===== src/rtl/conv_window_router.sv =====
// Convolution window router: fetches packed activation words from a 1-cycle SRAM
// and emits one im2col element per output row per beat, with zero padding and backpressure.
module conv_window_router #(
    parameter int ROW_COUNT       = 4,
    parameter int DATA_WIDTH      = 8,
    parameter int SRAM_DATA_WIDTH = 64,
    parameter int ADDR_WIDTH      = 10,
    parameter int MAX_K           = 7
) (
    input  logic                            i_clk,
    input  logic                            i_rst,
    input  logic                            i_start,
    input  logic [ADDR_WIDTH-1:0]           i_start_addr,
    input  logic [ADDR_WIDTH-1:0]           i_i_size,
    input  logic [ADDR_WIDTH-1:0]           i_o_size,
    input  logic [$clog2(MAX_K+1)-1:0]      i_k_size,
    input  logic [1:0]                      i_stride,
    input  logic [1:0]                      i_pad,
    input  logic [ADDR_WIDTH-1:0]           i_channels,
    input  logic [ADDR_WIDTH-1:0]           i_plane_words,
    output logic                            o_sram_read_en,
    output logic [ADDR_WIDTH-1:0]           o_sram_read_addr,
    input  logic [SRAM_DATA_WIDTH-1:0]      i_sram_data,
    output logic [ROW_COUNT*DATA_WIDTH-1:0] o_data,
    output logic [ROW_COUNT-1:0]            o_data_valid,
    output logic                            o_valid,
    input  logic                            i_ready,
    output logic                            o_last,
    output logic                            o_busy,
    output logic                            o_done
);

    localparam int ELEMS  = SRAM_DATA_WIDTH / DATA_WIDTH;
    localparam int LANE_W = $clog2(ELEMS);
    localparam int ROW_W  = (ROW_COUNT > 1) ? $clog2(ROW_COUNT) : 1;
    localparam int KW     = $clog2(MAX_K + 1);
    localparam int AW     = ADDR_WIDTH;
    localparam int SW     = ADDR_WIDTH + 3;

    typedef enum logic [2:0] {IDLE, FETCH, CAPTURE, EMIT, DONE} state_e;

    state_e state_q, state_d;

    logic [AW-1:0]          startAddr_q, iSize_q, oSize_q, channels_q, planeWords_q;
    logic [KW-1:0]          kSize_q, kx_q, ky_q;
    logic [1:0]             stride_q, pad_q;
    logic [AW-1:0]          chan_q, chanBase_q;
    logic [AW-1:0]          grpOy_q, grpOx_q, rowOy_q, rowOx_q;
    logic signed [SW-1:0]   grpIyBase_q, grpIxBase_q, rowIyBase_q, rowIxBase_q;
    logic [ROW_W-1:0]       rowCnt_q, capRow_q;
    logic                   capValid_q;
    logic [LANE_W-1:0]      capLane_q;
    logic [DATA_WIDTH-1:0]  rowData_q [ROW_COUNT];
    logic [ROW_COUNT-1:0]   rowValid_q;

    logic signed [SW-1:0]   curIy, curIx, iSizeExt, strideExt, padNeg;
    logic                   rowActive, rowPadded, doRead, fetchLast, kernelLast, groupLast;
    logic [2*AW-1:0]        idxFull;
    logic [AW-1:0]          wordOff;

    // Row walker: the iy/ix bases already hold oy*stride-pad and ox*stride-pad,
    // so the only multiply left is the row-major flattening by the input size.
    always_comb begin
        iSizeExt   = $signed({3'b000, iSize_q});
        strideExt  = $signed({{(SW-2){1'b0}}, stride_q});
        padNeg     = -$signed({{(SW-2){1'b0}}, pad_q});
        curIy      = rowIyBase_q + $signed({{(SW-KW){1'b0}}, ky_q});
        curIx      = rowIxBase_q + $signed({{(SW-KW){1'b0}}, kx_q});
        rowActive  = rowOy_q < oSize_q;
        rowPadded  = curIy[SW-1] || (curIy >= iSizeExt) || curIx[SW-1] || (curIx >= iSizeExt);
        idxFull    = {{AW{1'b0}}, curIy[AW-1:0]} * {{AW{1'b0}}, iSize_q}
                   + {{AW{1'b0}}, curIx[AW-1:0]};
        wordOff    = AW'(idxFull >> LANE_W);
        doRead     = (state_q == FETCH) && rowActive && !rowPadded;
        fetchLast  = rowCnt_q == ROW_W'(ROW_COUNT - 1);
        kernelLast = (kx_q == kSize_q - KW'(1)) && (ky_q == kSize_q - KW'(1))
                   && (chan_q == channels_q - AW'(1));
        groupLast  = rowOy_q >= oSize_q;
    end

    always_ff @(posedge i_clk) begin
        if (i_rst) state_q <= IDLE;
        else       state_q <= state_d;
    end

    always_comb begin
        state_d = state_q;
        case (state_q)
            IDLE:    if (i_start) state_d = FETCH;
            FETCH:   if (fetchLast) state_d = CAPTURE;
            CAPTURE: state_d = EMIT;
            EMIT:    if (i_ready) state_d = (kernelLast && groupLast) ? DONE : FETCH;
            DONE:    state_d = IDLE;
            default: state_d = IDLE;
        endcase
    end

    always_comb begin
        o_sram_read_en   = doRead;
        o_sram_read_addr = doRead ? startAddr_q + chanBase_q + wordOff : '0;
        o_valid          = state_q == EMIT;
        o_last           = (state_q == EMIT) && kernelLast;
        o_busy           = (state_q == FETCH) || (state_q == CAPTURE) || (state_q == EMIT);
        o_done           = state_q == DONE;
        o_data_valid     = rowValid_q;
        o_data           = '0;
        for (int r = 0; r < ROW_COUNT; r++) o_data[r*DATA_WIDTH +: DATA_WIDTH] = rowData_q[r];
    end

    // The read issued in FETCH cycle r lands one cycle later, in FETCH r+1 or CAPTURE.
    always_ff @(posedge i_clk) begin
        if (i_rst) begin
            startAddr_q  <= '0;  iSize_q     <= '0;  oSize_q     <= '0;
            channels_q   <= '0;  planeWords_q <= '0; kSize_q     <= '0;
            stride_q     <= '0;  pad_q       <= '0;  kx_q        <= '0;
            ky_q         <= '0;  chan_q      <= '0;  chanBase_q  <= '0;
            grpOy_q      <= '0;  grpOx_q     <= '0;  rowOy_q     <= '0;
            rowOx_q      <= '0;  grpIyBase_q <= '0;  grpIxBase_q <= '0;
            rowIyBase_q  <= '0;  rowIxBase_q <= '0;  rowCnt_q    <= '0;
            capRow_q     <= '0;  capValid_q  <= 1'b0; capLane_q  <= '0;
            rowValid_q   <= '0;
            for (int r = 0; r < ROW_COUNT; r++) rowData_q[r] <= '0;
        end else begin
            capValid_q <= doRead;
            capRow_q   <= rowCnt_q;
            capLane_q  <= idxFull[LANE_W-1:0];
            if (capValid_q) rowData_q[capRow_q] <= i_sram_data[capLane_q*DATA_WIDTH +: DATA_WIDTH];
            case (state_q)
                IDLE: if (i_start) begin
                    startAddr_q  <= i_start_addr;  iSize_q    <= i_i_size;
                    oSize_q      <= i_o_size;      kSize_q    <= i_k_size;
                    stride_q     <= i_stride;      pad_q      <= i_pad;
                    channels_q   <= i_channels;    planeWords_q <= i_plane_words;
                    kx_q         <= '0;  ky_q    <= '0;  chan_q  <= '0;  chanBase_q <= '0;
                    grpOy_q      <= '0;  grpOx_q <= '0;  rowOy_q <= '0;  rowOx_q    <= '0;
                    grpIyBase_q  <= -$signed({{(SW-2){1'b0}}, i_pad});
                    grpIxBase_q  <= -$signed({{(SW-2){1'b0}}, i_pad});
                    rowIyBase_q  <= -$signed({{(SW-2){1'b0}}, i_pad});
                    rowIxBase_q  <= -$signed({{(SW-2){1'b0}}, i_pad});
                    rowCnt_q     <= '0;
                end
                FETCH: begin
                    if (!doRead) rowData_q[rowCnt_q] <= '0;
                    rowValid_q[rowCnt_q] <= rowActive;
                    rowCnt_q <= fetchLast ? '0 : rowCnt_q + ROW_W'(1);
                    if (rowOx_q == oSize_q - AW'(1)) begin
                        rowOx_q     <= '0;
                        rowOy_q     <= rowOy_q + AW'(1);
                        rowIxBase_q <= padNeg;
                        rowIyBase_q <= rowIyBase_q + strideExt;
                    end else begin
                        rowOx_q     <= rowOx_q + AW'(1);
                        rowIxBase_q <= rowIxBase_q + strideExt;
                    end
                end
                EMIT: if (i_ready) begin
                    // After FETCH the row walker sits on the first pixel of the next group.
                    if (kernelLast) begin
                        kx_q <= '0;  ky_q <= '0;  chan_q <= '0;  chanBase_q <= '0;
                        grpOy_q     <= rowOy_q;      grpOx_q     <= rowOx_q;
                        grpIyBase_q <= rowIyBase_q;  grpIxBase_q <= rowIxBase_q;
                    end else begin
                        rowOy_q     <= grpOy_q;      rowOx_q     <= grpOx_q;
                        rowIyBase_q <= grpIyBase_q;  rowIxBase_q <= grpIxBase_q;
                        if (kx_q != kSize_q - KW'(1)) begin
                            kx_q <= kx_q + KW'(1);
                        end else begin
                            kx_q <= '0;
                            if (ky_q != kSize_q - KW'(1)) begin
                                ky_q <= ky_q + KW'(1);
                            end else begin
                                ky_q       <= '0;
                                chan_q     <= chan_q + AW'(1);
                                chanBase_q <= chanBase_q + planeWords_q;
                            end
                        end
                    end
                end
                default: ;
            endcase
        end
    end

endmodule


===== config.mk =====
export PLATFORM = sky130hd
export DESIGN_NAME = conv_window_router
export DESIGN_NICKNAME = d
export VERILOG_FILES = /design/src/rtl/conv_window_router.sv
export SDC_FILE = /design/constraint.sdc
export NUM_CORES = 1
export LEC_CHECK = 0
export ABC_AREA = 1
export CAP_MARGIN = 10
export CELL_PAD_IN_SITES_DETAIL_PLACEMENT = 1
export CELL_PAD_IN_SITES_GLOBAL_PLACEMENT = 2
export CORE_ASPECT_RATIO = 2
export CORE_MARGIN = 2
export CORE_UTILIZATION = 33
export CTS_BUF_LIST = sky130_fd_sc_hd__clkbuf_4 sky130_fd_sc_hd__clkbuf_8
export DETAILED_ROUTE_END_ITERATION = 10
export PLACE_DENSITY = 0.85
export SLEW_MARGIN = 15
export SYNTH_ARGS = -nofsm -noshare
export SYNTH_HDL_FRONTEND = slang
export SYNTH_SLANG_ARGS = --single-unit
export TNS_END_PERCENT = 100

===== constraint.sdc =====
create_clock -name i_clk -period 10 [get_ports i_clk]
set_input_delay 2 -clock i_clk [delete_from_list [all_inputs] [get_ports i_clk]]
set_output_delay 2 -clock i_clk [all_outputs]
set_load 0.01 [all_outputs]

* Yosys cells after proc, flatten, opt, wreduce, memory -nomap -nowiden
Memory sizes are Yosys's and may differ from the RTL's.
Cells that the tools add are included.
** Word-level totals
- Flip-flop bits (word level) :: 190
- Bits in writable memories :: 32
- Output and inout port bits :: 51
- Word-level logic and storage cells :: 167
- Memories kept :: 1
** Memories
- rowData_q :: depth 4, width 8, read ports 4, clocked after Yosys merged registers in 0, write ports 4, RTL line 53 : logic [DATA_WIDTH-1:0] rowData_q [ROW_COUNT];
** Operators by class
- $add $sub $neg :: 19
- Multiply operators :: 1
- Order comparisons :: 6
- Equality and inequality tests :: 17
- Shifts and indexed selects :: 1
- Muxes and demuxes :: 69
- Reduce and logical (&&, ||, !) cells :: 27
** Operators with widths (count)
- 10-bit 2-to-1 mux :: 16
- 13-bit 2-to-1 mux :: 7
- 10-bit one-hot mux with 2 select lines :: 4
- 13-bit one-hot mux with 3 select lines :: 2
- 64-bit by 7-bit variable part select with 8-bit output :: 1
- 10-bit one-hot mux with 3 select lines :: 2
- 13-bit one-hot mux with 2 select lines :: 2
- 3-bit 2-to-1 mux :: 12
- 10-bit by 1-bit adder with 10-bit output, second input constant :: 3
- 10-bit adder :: 3
- 13-bit by 3-bit adder with 13-bit output :: 2
- 13-bit by 4-bit adder with 13-bit output :: 2
- 13-bit by 11-bit >= comparator with 1-bit output :: 2
- 2-bit negation with 13-bit output :: 2
- 10-bit == test :: 2
- 10-bit by 1-bit subtractor with 10-bit output, second input constant :: 2
- 8-bit 2-to-1 mux :: 2
- 8-bit OR reduction :: 2
- 13-bit by 10-bit adder with 13-bit output :: 1
- 10-bit by 10-bit multiplier with 13-bit output :: 1
- 1-bit 2-to-1 mux :: 12
- 3-bit one-hot mux with 2 select lines :: 2
- 3-bit one-hot mux with 4 select lines :: 1
- 10-bit >= comparator :: 1
- other kinds (29) :: 54

* Depth between registers and ports, before layout
- Depth after elaboration :: 13
- Depth in mapped cells :: 43

* Worst setup path after synthesis
Ideal clock, no wire load.
- Kind :: register -> output
- Start :: reg ky_q[0]
- End :: out o_sram_read_addr[9]
- Arrival :: 7.144 ns
- Setup slack :: 0.856 ns
- Stages on the path, launching flop included :: 42
- Buffers on the path :: 0
- Cells stage by stage :: dfxtp_1 -> ha_1 -> inv_1 -> fa_1 -> inv_1 -> nand3_1 -> nand2_2 -> nand3_1 -> xor2_1 -> nand2_1 -> fa_1 -> inv_1 -> fa_1 -> inv_1 -> fa_1 -> inv_1 -> fa_1 -> inv_1 -> [... 6 more ...] -> nand2_1 -> a21oi_1 -> xor2_1 -> fa_1 -> inv_1 -> ha_1 -> nand2_1 -> inv_1 -> nand4_1 -> o211ai_1 -> or2_2 -> nand2_1 -> nand2_1 -> nand2_1 -> inv_1 -> nand2_1 -> nand2_1 -> nor2_1
** Between the ends
- Cells in the longest elaborated chain, start to end :: 8
- Elaborated cells on any way between the ends :: 11
- Those cells by class :: add/sub (3); mul (1); order compare (1); mux (1); reduce/logical (5)
** Ends and longest elaborated chain
- start: declaration :: RTL line 45 : logic [KW-1:0] kSize_q, kx_q, ky_q;
- start signal: assignment :: RTL line 170 : ky_q <= ky_q + KW'(1);
- 13-bit by 4-bit adder with 13-bit output (*) :: RTL line 67 : curIy = rowIyBase_q + $signed({{(SW-KW){1'b0}}, ky_q});
- branches (longest 6 deep; another with 10-bit by 10-bit multiplier with 13-bit output)
- 10-bit 2-to-1 mux (*) :: RTL line 100 : o_sram_read_addr = doRead ? startAddr_q + chanBase_q + wordOff : '0;
- end: declaration :: RTL line 22 : output logic [ADDR_WIDTH-1:0] o_sram_read_addr,
Mark *: on every way between the ends.

* Worst setup path in the final report
- Start :: reg rowIyBase_q[0]
- End :: out o_sram_read_addr[9]
** Between the ends
- Cells in the longest elaborated chain, start to end :: 8
- Elaborated cells on any way between the ends :: 11
- Those cells by class :: add/sub (3); mul (1); order compare (1); mux (1); reduce/logical (5)
** Ends and longest elaborated chain
- start: declaration :: RTL line 49 : logic signed [SW-1:0] grpIyBase_q, grpIxBase_q, rowIyBase_q, rowIxBase_q;
- start signal: assignment :: RTL line 138 : rowIyBase_q <= -$signed({{(SW-2){1'b0}}, i_pad});
- start signal: assignment :: RTL line 150 : rowIyBase_q <= rowIyBase_q + strideExt;
- start signal: assignment :: RTL line 164 : rowIyBase_q <= grpIyBase_q; rowIxBase_q <= grpIxBase_q;
- 13-bit by 4-bit adder with 13-bit output (*) :: RTL line 67
- branches (longest 6 deep; another with 10-bit by 10-bit multiplier with 13-bit output)
- 10-bit 2-to-1 mux (*) :: RTL line 100
Marks and branches as above.

==> flow_summary_export.csv <==
group,metric,value,unit
worst_setup_path,critical_path_arrival,7.91,ns
synthesis,async_flop_share,0,%
timing,layout_min_cycle_time,9.91,ns
floorplan,die_y,320,microns
synthesis,synth_sequential_area_ratio,27.0,%
clock_tree,clock_insertion_delay_worst_skew,0.61,ns
floorplan,initial_utilization,33.5,%
timing,fin_setup_tns,0,ns
cells_and_area,nets,2894,
timing,hold-worst-slack,0.470,ns
floorplan,die_w,162,microns
worst_setup_path,required,8.00,ns
clock_tree,clk_root_buffer_cell,"clkbuf_8",
timing,clock.fmax,101,MHz
clock_tree,clkSlewWorstSetupHoldPaths,0.06,ns
clock_tree,tritoncts,"done",
flow_run,maxcap_viol_count,0,
synthesis,synth_ff_type,"dfxtp_1",
floorplan,design.portCount,176,
grt,grt_use_total,24.3,%
routing,postRouteAntennaNets,0,
timing,worst_slew_pin_slew,1.09,ns
grt,vias_in_the_first_global_route,18500,
cells_and_area,area.growth.synth_to_final,26.6,%
routing,drt_pre_antenna_iters,4,
clock_tree,cts.sinks,222,
timing,relSlewSlack,27.1,%
grt,grt_util_met1,22.2,%
synthesis,largest_family_of_logic_cells_by_synthesized_area,"simple AND/OR/NAND/NOR gates",
worst_hold_path,worstHoldPathType,"flop to flop",
clock_tree,cts_buf_count,39,
pwr,ir_drop,0.0000859,V
pwr,p_per_area,154,nW/um^2
cells_and_area,layout_commonest_cell,"nand2_1",
floorplan,floorplan.die_area,51900,sq um
routing,via_count_normalized_by_instance_count,5.23,
synthesis,post_synth_fa_ha_maj_area_fraction,16.7,%
worst_setup_path,timing.critical_path.fanout_max,5,
grt,pin_count_of_the_biggest_net_entering_global_routing,95,
placement,portBuffers,175,
synthesis,syn-num-nets,2670,
grt,grt_pass1_wl,99.1,mm
synthesis,synth_compound_area_share,13.6,%
synthesis,synthXorXnorAreaFrac,4.30,%
cells_and_area,mostFrequentLayoutCells,"nand2_1 (394), inv_1 (346), nand3_1 (258)",
synthesis,synth_area_leader_cell,"dfxtp_1",
synthesis,synthCells,2366,
clock_tree,cts.htree.levels,2,
clock_tree,deepest_clock_path_buffer_count,3,
synthesis,yosys-mux-area-fraction,0.971,%
placement,gp_congestion,0.897,
worst_setup_path,critPathSlowestCell,"fa_1",
routing,detail_route.iter0.violations,701,
synthesis,ys_types,52,
synthesis,number_of_enable_type_register_cells_in_the_synthesized_netlist,0,
synthesis,synth_warnings,0,
placement,dpl.hpwl,47.7,mm
routing,wire_per_inst,19.6,microns
timing,final_hold_viol_count,0,
timing,timing.final.max_slew_violations,0,
timing,setup_viol,0,
worst_setup_path,worst_setup_start_kind,"flop",
run_status,run_status,"finished clean",
synthesis,synth_area,16500,sq um
timing,fin_skew,0.0298,ns
worst_setup_path,r2r_slack,5.44,ns
pwr,leakagePower,0.00941,uW
worst_setup_path,crit_path_frequent_cell,"inv_2",
routing,route.final.wire_length,63.9,mm
worst_setup_path,critPathCaptureType,"output pin",
routing,route.vias.total,17100,
synthesis,synth_top_cells_by_area,"dfxtp_1 (27%), nand2_1 (9.6%), ha_1 (8.4%)",
floorplan,fp-row-count,115,
grt,antenna_found_initial,2,
floorplan,core_area,49200,sq um
grt,groute.layer.met3.usage,3.13,%
cells_and_area,count_of_filler_cells_inserted_in_the_layout,6133,
worst_setup_path,critical_path.max_stage_delay,0.57,ns
synthesis,synthSimpleGateAreaFrac,26.4,%
grt,gr-max-usage-layer,"met2",
grt,grt.overflow.total,0,
timing,grt_setup_unrepaired,"yes",
worst_setup_path,timing_worst_setup_path_type,"flop to output pin",
synthesis,post-synth-top-area-fraction,27.0,%
synthesis,syn_avg_cell_area,6.97,sq um
routing,remaining_drc_errors,0,
timing,finalCritPeriodShare,99.1,%
grt,met2_global_route_usage,49.2,%
cells_and_area,layout-drive-gt1-share,12.1,%
synthesis,ys_seq_elements,222,
-- cells by family after synthesis --
kind of cell,count (synthesis)
AOI/OAI and AO/OA,393
xor gates and xnor gates,81
adders and majority gates,179
buffers and inverters,476
DFF,222
muxes,16
and+or+nand+nor,999
-- layout make-up --
| class | instances | area [sq um] | share of cell area, % |
|---|---|---|---|
| Clock buffer | 57 | 747 | 3.58 |
| Tap cell | 643 | 805 | 3.85 |
| Inverter | 378 | 1430 | 6.86 |
| Timing Repair Buffer | 281 | 2570 | 12.3 |
| Antenna cell | 1 | 2.50 | 0.0120 |
| Clock inverter | 12 | 125 | 0.599 |
| Sequential cell | 222 | 4450 | 21.3 |
| Multi-Input combinational cell | 1668 | 10700 | 51.4 |
-- worst paths after layout --
path	depth (start not counted)	end	from
max reg2reg	20	rowData_q[3][1]	kx_q[0]
min reg2reg	2	kSize_q[1]	kSize_q[1]
min	2	kSize_q[1]	kSize_q[1]
max	40	o_sram_read_addr[9]	rowIyBase_q[0]
-- per-layer routing --
layer | vias to the layer above | share of wire, %
met3 | 203 | 3.4
li1 | 8128 | -
met4 | 2 | 6.8
met5 | - | 0.020
met1 | 8331 | 33
met2 | 386 | 57
-- per-stage QoR --
step	worst slack, ns	utilization, %	area, sq um	cells	power [uW]
2_1_floorplan	0.856	-	16500	2366	1660
3_3_place_gp	0.0227	38.6	19000	3132	2010
3_5_place_dp	-0.168	38.6	19000	3132	2060
4_1_cts	0.00502	41.5	20400	3248	3140
5_1_grt	-0.224	42.4	20900	3262	3410
6_report	0.0948	42.4	20900	3262	3220
-- Yosys cell counts (3+ instances only) --
| cell | instances |
|---|---|
| nand4_1 | 22 |
| nand2_2 | 3 |
| mux2i_1 | 16 |
| nor3_1 | 19 |
| nand3_2 | 6 |
| nor2_1 | 227 |
| o21ai_1 | 3 |
| dfxtp_1 | 222 |
| inv_2 | 11 |
| o211ai_1 | 50 |
| fa_1 | 68 |
| a21oi_1 | 133 |
| ha_1 | 111 |
| buf_2 | 15 |
| a22oi_1 | 11 |
| xnor2_1 | 20 |
| o221ai_1 | 17 |
| a31oi_1 | 5 |
| nand3_1 | 265 |
| inv_1 | 366 |
| clkbuf_1 | 63 |
| or2_2 | 10 |
| xor2_1 | 61 |
| buf_1 | 15 |
| o21bai_1 | 3 |
| buf_4 | 3 |
| nand3b_1 | 8 |
| nand2_1 | 423 |
| o21ai_0 | 158 |
-- sequential cells by signal, indices dropped and copies added, names as in the netlist, 13 cells and up --
name / cells
grpIxBase_q: 13
rowData_q: 32
rowIyBase_q: 13
rowIxBase_q: 13
grpIyBase_q: 13
-- what timing repair did --
item                                    in CTS  in global routing
resized for setup                           42                 95
buffers inserted                            47                 18
endpoints found under the setup margin       4                  5
pin swaps                                   13                 70
hold buffers                                 0                  0
-- power by group --
group / internal (uW) / switching, uW / leakage, uW
logic: 507 / 724 / 0.00713
registers: 945 / 74.8 / 0.00182
clock network: 535 / 435 / 0.000457
-- critical path: cells and delay by family, from the launching register on --
kind,cells,cell delay (ns)
xor+xnor,1,0.16
compound gates,5,0.87
fa+ha+maj,10,3.84
simple gates,13,1.14
buf+inv,11,0.92
flops,1,0.36
No activity file was read; power rests on OpenSTA's default activity.
==> patch 1, RTL diff (same flow settings) <==
The parameter `ADDR_WIDTH` goes from 10 to 12.
--- a/src/rtl/conv_window_router.sv
+++ b/src/rtl/conv_window_router.sv
@@ -6,3 +6,3 @@
     parameter int SRAM_DATA_WIDTH = 64,
-    parameter int ADDR_WIDTH      = 10,
+    parameter int ADDR_WIDTH      = 12,
     parameter int MAX_K           = 7
Ports: changed (6 resized); port bits go from 176 to 188. No check against the original RTL was run, so the function may have changed too.
==> patch 1 against the original RTL <==
  * The run now ends with setup timing left
  * Final area rose by 18%
  * Die area rose by 20%
  * Routed wire length rose by 11%
  * Register-to-register slack got worse by 0.10 ns
  * Synthesized area rose by 20%
  * Clock power rose by 10%
  * Count of clock-buffer cells in the layout rose by 14
  * Sequential cell count rose by 30
  * Setup slack got worse by 0.12 ns
  * Final cell count rose by 19%
  * Synthesized cell count rose by 19%
  * Total power rose by 15%
  * Critical endpoint is now o_sram_read_addr[11]
==> patch 1: results <==
[routing]
drt-total-wl_um = 71000
drt-initial-drc-count = 838
wl_met3_um = 2580
wl_met2_um = 35100
dr.max_layer_used = met4
drt_first_pass_iters = 5
wl_met1_um = 30800
via_count = 19800
routed_via_density = 5.12

[synthesis]
synth_cell_type_count = 54
avgSynthCellArea_um2 = 7.02
synth_area_leaders = dfxtp_1, nand2_1, fa_1
synth_nets = 3176
async_flop_share_pct = 0
seq_area_frac_synth_pct = 25.5
yosys-top-cells-count = nand2_1, inv_1, nand3_1

[grt]
grt_usage_pct = 22.6
antenna_found_initial = 1
grt_pass1_wl_um = 112000
grt_pass1_vias = 20700
grtUsageMet2_pct = 39.8
grt_max_degree = 81
met3_usage_pct = 2.50
global_route.usage.met1_pct = 28.2

[placement]
finalWeightedCongestion = 0.870
place_area_um2 = 22600
post-place-ws_ns = -0.131
portBuffers = 187
dpl.cell_count = 3733
dpl.hpwl_um = 51000

[clocking]
path_clk_slew_ns = 0.06
cts_inserted_buffers = 45
clk_latency_ns = 0.63

[outcome]
violations = setup timing
outcome = complete, but fails checks

[worst_setup_path]
worst_ep_arrival_time_ns = 8.03
crit_path_top_delay_cell = dfxtp_4
path_max_fanout = 4
crit_path_max_incr_delay_ns = 0.36

[power]
seqPwrFrac_pct = 30.7
ir_drop_mv = 0.0955
leakage_nw = 11.1
pg_clk_mw = 1.07
p_int_mw = 2.27

[finish]
nFillCells = 7497
nNetsFinal = 3424
drive_above_1_share_pct = 13.6

[min_path]
hold_path_depth = 2

[sta]
relSlewSlack_pct = 27.2
setup_viol = 1
worst_slack_ns = -0.0277
fin_skew_ns = 0.0333
[patch 1: path summary, 6_finish.rpt]
path                               end  slack, ns            start
hold reg to reg        planeWords_q[4]       0.47  planeWords_q[4]
hold / removal         planeWords_q[4]       0.47  planeWords_q[4]
setup / recovery  o_sram_read_addr[11]      -0.03   rowIyBase_q[0]
setup reg to reg       rowData_q[0][4]       5.34          kx_q[2]
[patch 1: repair_timing]
action                     in CTS  in global routing
setup endpoints to repair       6                  8
hold buffers                    0                  0
setup buffers                  53                 10
resized for setup              72                 88
pin swaps                      46                 68
[patch 1: logic make-up after synthesis]
family | after synthesis | share of synthesized area (%)
DFF | 252 | 25.5
muxes | 16 | 0.810
adders and majority gates | 223 | 17.7
buffers and inverters | 598 | 11.9
and+or+nand+nor | 1174 | 26.6
AOI/OAI and AO/OA | 459 | 13.3
xor gates and xnor gates | 96 | 4.29
[patch 1: metrics by stage]
| stage | hold WS, ns | TNS [ns] | power [mW] | utilization [%] |
|---|---|---|---|---|
| global placement | 0.448 | 0 | 2.38 | 38.0 |
| detailed placement | 0.458 | -0.131 | 2.42 | 38.0 |
| finish | 0.470 | -0.0277 | 3.69 | 41.4 |
| global route | 0.492 | -0.562 | 3.94 | 41.4 |
| floorplan | 0.433 | 0 | 1.96 | - |
| CTS | 0.470 | 0 | 3.62 | 40.8 |
[patch 1: area by class of cell]
type,instances,share of cell area (%)
tap,774,3.93
clock buffer,71,3.76
timing repair buffer,318,11.7
multi-input combinational,1968,52.6
sequential,252,20.5
clock inverter,7,0.213
antenna,1,0.0101
inverter,481,7.35
[patch 1: critical path, delay by kind of cell, from the launching register on]
family                   cells  cell delay, ns
buffers and inverters       44            5.28
AND/OR/NAND/NOR             16            1.24
adder cells (fa/ha/maj)      2            0.47
flip-flops                   1            0.36
==> patch 2, RTL diff (same settings) <==
Without the edit above. Re-encode `state_e` (5 states) as Gray code, 3 bits wide.
--- a/src/rtl/conv_window_router.sv
+++ b/src/rtl/conv_window_router.sv
@@ -39,3 +39,3 @@
 
-    typedef enum logic [2:0] {IDLE, FETCH, CAPTURE, EMIT, DONE} state_e;
+    typedef enum logic [2:0] {IDLE = 3'b000, FETCH = 3'b001, CAPTURE = 3'b011, EMIT = 3'b010, DONE = 3'b110} state_e;
 
Function: same outputs for any inputs over 4 cycles, from zero or initial values and one cycle with i_rst high; so few cycles prove little.
==> patch 2 against the original RTL <==
  * Final cell count rose by 2.7%
  * Setup slack improved by 0.15 ns
  * Final area fell by 0.48%
  * First-iteration DRC count fell by 22%
  * Total power rose by 11%
  * Via count rose by 2.5%
  * Routed wire length rose by 4.4%
  * Sequential cell count did not move
  * Clock power fell by 8.4%
  * Die area rose by 2.8%
  * Maximum frequency rose by 1.5%
  * Non-clock buffer count fell by 49
  * Synthesized area rose by 2.8%
==> patch 2: results <==
[outcome]
outcome = completed

[synthesis]
ys_warn_count = 0
synth_edf_count = 0
avgSynthCellArea_um2 = 6.79
yosys-top-cells-count = nand2_1, inv_1, nand3_1
synth_cell_type_count = 49
seq_area_frac_synth_pct = 26.2
synth_nets = 2799
synth_area_leaders = dfxtp_1, nand2_1, inv_1

[grt]
grt_pass1_wl_um = 103000
grt_usage_pct = 25.0
grt_pass1_vias = 19000
grt_max_degree = 84
antenna_found_initial = 3

[clocking]
path_clk_slew_ns = 0.06
cts_inserted_buffers = 38
cts_buffer_depth = 3
clk_latency_ns = 0.62

[placement]
finalWeightedCongestion = 0.979
dpl.cell_count = 3267
dpl.hpwl_um = 52400
place_area_um2 = 19400

[finish]
nFillCells = 6449
nNetsFinal = 2970
largest_register = rowData_q
largest_reg_flops = 32
drive_above_1_share_pct = 10.1

[worst_setup_path]
crit_path_top_delay_cell = fa_1
reg2reg_slack_ns = 5.42
timing.rr.end = rowData_q[0][6]
crit_start = rowIyBase_q[0]
worst_ep_arrival_time_ns = 7.75
reg2reg_depth = 19
crit_path_max_incr_delay_ns = 0.60

[routing]
via_count = 17500
drt_first_pass_iters = 5
wl_per_cell_um = 19.9
drt-initial-drc-count = 545
routed_via_density = 5.21

[min_path]
hold_path.class = flop to flop

[power]
leakage_nw = 9.57
ir_drop_mv = 0.0741

[sta]
relSlewSlack_pct = 25.8
fin_skew_ns = 0.0282
patch 2: per-layer routing:
layer	track usage (%)	wire, um
met2	49.5	36700
met1	21.3	21500
met4	19.5	6040
met3	3.72	2450
met5	0	0
patch 2: worst min path at each step:
stage,startpoint,endpoint,slack [ns],depth (start not counted)
6_report,planeWords_q[3],planeWords_q[3],0.45,2
4_1_cts,planeWords_q[4],planeWords_q[4],0.46,2
5_1_grt,planeWords_q[3],planeWords_q[3],0.48,2
3_5_place_dp,planeWords_q[4],planeWords_q[4],0.45,2
2_1_floorplan,planeWords_q[0],planeWords_q[0],0.43,2
3_3_place_gp,planeWords_q[0],planeWords_q[0],0.44,2
patch 2: tightest hold or removal path, cell delays in order, from the launching register on:
cell and delay [ns]:
dfxtp_1 0.31, inv_1 0.05, a21oi_1 0.05
patch 2: area by class of cell:
cell class              instances  area (um2)  area share (%)
flip-flops and latches        222        4450            21.4
well taps                     654         818            3.94
multi-input cells            1739       10900            52.6
inverters                     433        1630            7.85
clock buffers                  59         712            3.43
repair buffers                232        2170            10.4
clock inverters                 8        57.6           0.277
diodes                          3        7.51          0.0361
patch 2: cells by family after synthesis:
group,Yosys count,share of synthesized area (%)
fa+ha+maj,179,16.2
simple gates,1068,27.9
buf+inv,534,12.1
flops,222,26.2
xor+xnor,68,3.51
mux,16,0.945
compound gates,408,13.2
patch 2: repair_timing:
action / 4_1_cts / 5_1_grt
pin swaps: 13 / 58
setup buffers: 1 / 12
resized for setup: 42 / 78
setup endpoints to repair: 5 / 5
patch 2: power by group:
part / internal [mW] / total (mW) / leakage [nW] / switching (mW)
registers: 0.967 / 1.06 / 1.82 / 0.0954
logic: 0.633 / 1.61 / 7.33 / 0.977
clock network: 0.456 / 0.889 / 0.413 / 0.433
patch 2: stage by stage:
step	setup TNS (ns)	setup WS, ns	hold WS, ns
after floorplan	0	0.801	0.428
after global placement	0	0.0947	0.441
after detailed placement	-0.109	-0.109	0.446
after CTS	-0.0694	-0.0694	0.459
after global routing	-0.284	-0.175	0.481
final	0	0.245	0.453
